## config.mk

```make
export PLATFORM = sky130hd
export DESIGN_NAME = sirv_gnrl_rr_lockarb
export DESIGN_NICKNAME = d
export VERILOG_FILES = /design/src/rtl/sirv_gnrl_rr_lockarb.sv
export SDC_FILE = /design/constraint.sdc
export NUM_CORES = 1
export LEC_CHECK = 0
export ABC_AREA = 1
export CAP_MARGIN = 20
export CORE_ASPECT_RATIO = 1.4
export CORE_MARGIN = 1
export CORE_UTILIZATION = 35
export CTS_CLUSTER_DIAMETER = 60
export DETAILED_ROUTE_END_ITERATION = 10
export PLACE_DENSITY = 0.88
export SYNTH_ARGS = -nofsm -noshare
export SYNTH_HDL_FRONTEND = slang
export SYNTH_SLANG_ARGS = --single-unit
```

## constraint.sdc

```tcl
create_clock -name clk -period 4.4 [get_ports clk]
set_input_delay 0.44 -clock clk [delete_from_list [all_inputs] [get_ports clk]]
set_output_delay 0.44 -clock clk [all_outputs]
set_load 0.005 [all_outputs]
```

## src/rtl/sirv_gnrl_rr_lockarb.sv

```systemverilog
// Round-robin arbiter with burst lock: shares one downstream valid/ready beat
// channel among N requesters, holding the grant until a stalled offer is taken
// and until the last beat of a burst transfers.
module sirv_gnrl_rr_lockarb #(
  parameter int N  = 4,
  parameter int IW = 2,
  parameter int DW = 32
) (
  input  logic            clk,
  input  logic            rst,
  input  logic [N-1:0]    i_valid,
  output logic [N-1:0]    i_ready,
  input  logic [N-1:0]    i_last,
  input  logic [N*DW-1:0] i_dat,
  output logic            o_valid,
  input  logic            o_ready,
  output logic            o_last,
  output logic [IW-1:0]   o_id,
  output logic [DW-1:0]   o_dat
);

  // Handshake: a beat moves when o_valid & o_ready; i_ready[k] is that same
  // acceptance routed back only to the granted requester.

  typedef enum logic {
    ARB_OPEN   = 1'b0,
    ARB_LOCKED = 1'b1
  } lock_e;

  typedef struct packed {
    lock_e         lock;
    logic [IW-1:0] lock_id;
    logic [IW-1:0] ptr;
  } arb_state_t;

  arb_state_t    st_q;
  arb_state_t    st_d;
  logic          has_grant;
  logic [IW-1:0] grant;
  logic [IW-1:0] ptr_nxt;
  logic          sel_v;
  logic          sel_l;
  logic [DW-1:0] sel_d;

  // Rotating search: walk offsets from far to near so offset 0 from ptr wins.
  always_comb begin
    has_grant = 1'b0;
    grant     = '0;
    if (st_q.lock == ARB_LOCKED) begin
      has_grant = 1'b1;
      grant     = st_q.lock_id;
    end else begin
      for (int off = N - 1; off >= 0; off--) begin
        for (int k = 0; k < N; k++) begin
          if ((k == ((int'(st_q.ptr) + off) % N)) && i_valid[k]) begin
            has_grant = 1'b1;
            grant     = IW'(k);
          end
        end
      end
    end
  end

  always_comb begin
    sel_v = 1'b0;
    sel_l = 1'b0;
    sel_d = '0;
    for (int k = 0; k < N; k++) begin
      if (has_grant && (k == int'(grant))) begin
        sel_v = i_valid[k];
        sel_l = i_last[k];
        sel_d = i_dat[k*DW +: DW];
      end
    end
  end

  // Outputs are forced to zero for the whole time reset is high.
  always_comb begin
    o_valid = sel_v & ~rst;
    o_last  = o_valid & sel_l;
    o_id    = o_valid ? grant : '0;
    o_dat   = o_valid ? sel_d : '0;
    i_ready = '0;
    for (int k = 0; k < N; k++) begin
      i_ready[k] = o_ready & o_valid & (k == int'(grant));
    end
  end

  assign ptr_nxt = (int'(grant) >= N - 1) ? '0 : grant + IW'(1);

  always_comb begin
    st_d = st_q;
    if (o_valid && o_ready && o_last) begin
      st_d.lock = ARB_OPEN;
      st_d.ptr  = ptr_nxt;
    end else if (o_valid) begin
      // Mid-burst transfer or stalled offer: pin the grant to this requester.
      st_d.lock    = ARB_LOCKED;
      st_d.lock_id = grant;
    end
  end

  always_ff @(posedge clk or posedge rst) begin
    if (rst) begin
      st_q <= '{lock: ARB_OPEN, lock_id: '0, ptr: '0};
    end else begin
      st_q <= st_d;
    end
  end

endmodule
```

==> summary.md <==
| Metric | Value |
|---|---|
| Result of the run | `completed` |
| DRT Wirelength | `9232 um` |
| Antenna diode count | `0` |
| Cell-by-cell listing of the critical path | `inv_2, nand3_1, nand2_1, a21oi_1, nor2_1, o211ai_1, nand3_1, o21a_1, inv_1, ha_1, inv_1, nor2_2, buf_6, nand3_1, nand3_1, o211ai_1, a21oi_1, clkdlybuf4s50_1` |
| Nets | `666` |
| Wire length of the first global-routing pass | `14,260 um` |
| Biggest register | `st_q` |
| Kind of critical path | `flip-flop to output port` |
| Number of buffers added by the clock tree synthesis step | `3` |
| Clock Sinks | `5` |
| Number of max-cap violations | `0` |
| 1st-iter DRT viols | `220` |
| Worst min-delay path class | `primary input to async pin` |
| # DRC | `0` |
| Register area share after synthesis | `6.024%` |
| Power Dens Cells | `737.0 nW/um^2` |
| Number of cells produced by synthesis | `358` |
| Post-layout minimum cycle time | `4.102 ns` |
| Most common cell on crit path | `nand3_1` |
| Overall power consumption | `2.909 mW` |
| Post-Route Skew | `0.002580 ns` |
| Number of buffers inserted by post-CTS setup repair | `0` |
| Clock slew at the register clock pins of the worst setup and hold paths | `0.04 ns` |
| Max stage delay on crit path | `0.62 ns` |
| Maximum achievable frequency | `243.8 MHz` |
| Worst-skew pair later-pin latency | `0.22 ns` |
| Area enclosed by the die boundary | `6251 sq um` |
| Area share of the largest cell type after synthesis | `27.71%` |
| Post-synth net total | `501` |
| Antenna violations before repair | `0` |
| Final Max Slew Viols | `0` |
| Number of warnings printed during yosys synthesis | `0` |
| Area Overhead vs Synth | `90.06%` |
| Worst slew margin relative to its limit | `68.96%` |
| Site Rows | `32` |
| Largest area contributor in the synthesized netlist | `nand3_1` |
| Count of TritonRoute iterations in the first routing pass | `6` |
| Share of post-route cells with drive strength above 1 | `14.75%` |
| Unique cell type count in the Yosys netlist | `27` |
| Transition time at the pin with the least slew margin | `0.4656 ns` |
| Unrepaired setup endpoints after global routing | `no` |
| Count of vias placed by the detailed router | `3,218` |
| Initial core utilization | `37.05%` |
| Global route total overflow | `0` |
| Average footprint of a synthesized cell | `5.802 sq um` |
| Final number of setup-violating endpoints | `0` |
| Endpoints failing hold | `0` |
| Cell types with the largest area share after synthesis | `nand3_1, nand2_1, a21oi_2, o211ai_1, dfrtp_1` |
| Total Neg Setup Slack | `0 ns` |
| Die span in x | `67.11 um` |
| Clock tree root buffer cell | `clkbuf_8` |
| Portion of the clock cycle consumed by the worst path in the final layout | `93.23%` |
| Combined global-route utilization of all metal layers | `29.12%` |
| Bufs on Longest Clock Path | `2` |
| Final routed wire length divided by cell count | `15.65 um` |
| Routability cong. | `0.9298` |
| DP Wirelength | `7283 um` |
| Number of global-route vias before repair | `3,155` |
| TritonCTS clock tree | `done` |
| Arrival time worst endpoint | `3.66 ns` |
| Highest ir drop seen on vdd | `396.2 uV` |
| Max FFs per register | `5` |
| Maximum number of pins on one net before global-route repair | `45` |
| Endpoint kind of the worst setup timing path | `output port` |
| Residual antenna-violating net count after detailed routing | `0` |
| Flops & latches, synth | `5` |
| Vias per Instance | `5.454` |
| Hold Buf Count CTS | `0` |
| Max stage delay cell, worst path | `dfrtp_1` |
| Die height | `93.15 um` |
| Count of buffers inserted at the top-level ports | `178` |
| Leakage dissipation | `1.584 nW` |
| I/O pin cnt | `179` |
| Critical path peak fanout | `15` |
| Worst EP required | `3.96 ns` |
| Area of the placeable core | `5605 sq um` |
| Number of levels in the clock H-tree | `1` |
| Setup crit start kind | `flip-flop` |
| Largest registers | `st_q x5` |
| Post-Synthesis Cell Area | `2077 sq um` |
[path summary, 6_finish.rpt]
check / from / endpoint / slack (ns) / cells past startpoint
min in group clk: st_q[3] / st_q[3] / 0.48 / 2
max in group asynchronous: rst / st_q[0] / 3.73 / 2
max reg2reg: st_q[1] / st_q[2] / 1.15 / 21
min reg2reg: st_q[3] / st_q[3] / 0.48 / 2
max: st_q[1] / o_dat[0] / 0.30 / 18
min: rst / st_q[1] / 0.45 / 2
[cells by family after synthesis]
kind of cell	share of synthesized area [%]
AO/OA/AOI/OAI	27.17
flip-flops	6.024
buffers and inverters	14.58
AND/OR/NAND/NOR	49.82
adder cells (fa/ha/maj)	2.410
[placed cells by master, fill, tap and decap left out, types with 8 or more instances in the layout]
| cell type | count |
|---|---|
| o211ai_1 | 33 |
| inv_1 | 15 |
| a21oi_2 | 29 |
| nand2_1 | 70 |
| nor2_1 | 11 |
| inv_2 | 9 |
| clkdlybuf4s50_1 | 174 |
| nand3_1 | 115 |
| buf_4 | 11 |
| a21oi_1 | 8 |
[cells in the mapped netlist]
cell	count
dfrtp_1	5
ha_1	4
buf_4	4
nor2_1	12
nand2_1	71
o211ai_1	33
nor3_1	1
buf_6	8
clkbuf_1	12
o21ai_0	1
nand2_2	6
inv_1	15
inv_2	9
a21oi_2	29
o21a_1	1
buf_1	1
nand2_4	2
nand3_2	1
nor2_8	1
buf_2	8
clkinv_1	1
or2_2	1
nor2_2	5
a21oi_1	8
nand3b_1	2
nand3_1	115
o21ai_1	2
[worst max-delay path, delay by kind of cell, from the launching register on]
kind,cells,cell delay (ns)
buffers and inverters,5,1.07
AO/OA/AOI/OAI,5,0.78
AND/OR/NAND/NOR,7,0.73
flip-flops,1,0.62
adder cells (fa/ha/maj),1,0.21
[metrics by stage]
| stage | hold WS (ns) | utilization, % | area, sq um | worst slack [ns] | instances |
|---|---|---|---|---|---|
| 2_1_floorplan | 0.2243 | - | 2077 | 1.381 | 358 |
| 3_3_place_gp | 0.4586 | 69.13 | 3875 | 0.1779 | 586 |
| 3_5_place_dp | 0.4708 | 69.13 | 3875 | 0.1835 | 586 |
| 4_1_cts | 0.4580 | 69.93 | 3920 | 0.1652 | 590 |
| 5_1_grt | 0.4773 | 70.42 | 3948 | 0.03025 | 590 |
| 6_report | 0.4513 | 70.42 | 3948 | 0.2980 | 590 |
[routing by layer]
metal / part of all wire [%] / global-route usage, % / up-vias / wire [um]
li1: - / - / 1581 / -
met1: 37 / 30.34 / 1456 / 3434
met4: 4.2 / 14.89 / 0 / 388
met3: 7.5 / 6.829 / 31 / 691
met2: 51 / 52.17 / 150 / 4718
met5: 0 / 0 / - / 0
[power breakdown]
part	switching [mW]	internal, mW
Clock	0.0236	0.0623
Combinational	1.52	1.20
Sequential	0.0430	0.0685
Total	1.58	1.33
[timing repair]
action	CTS	global route
setup endpoints to repair	0	40
endpoints found under the hold margin	0	0
resized for setup	0	11
[layout make-up]
class	count	area, sq um
Timing Repair Buffer	193	1937
Fill cell	527	1658
Multi-Input combinational cell	295	1657
Sequential cell	5	126.4
Inverter	25	97.59
Tap cell	68	85.08
Clock buffer	4	45.04
No activity file was read; power rests on OpenSTA's default activity.
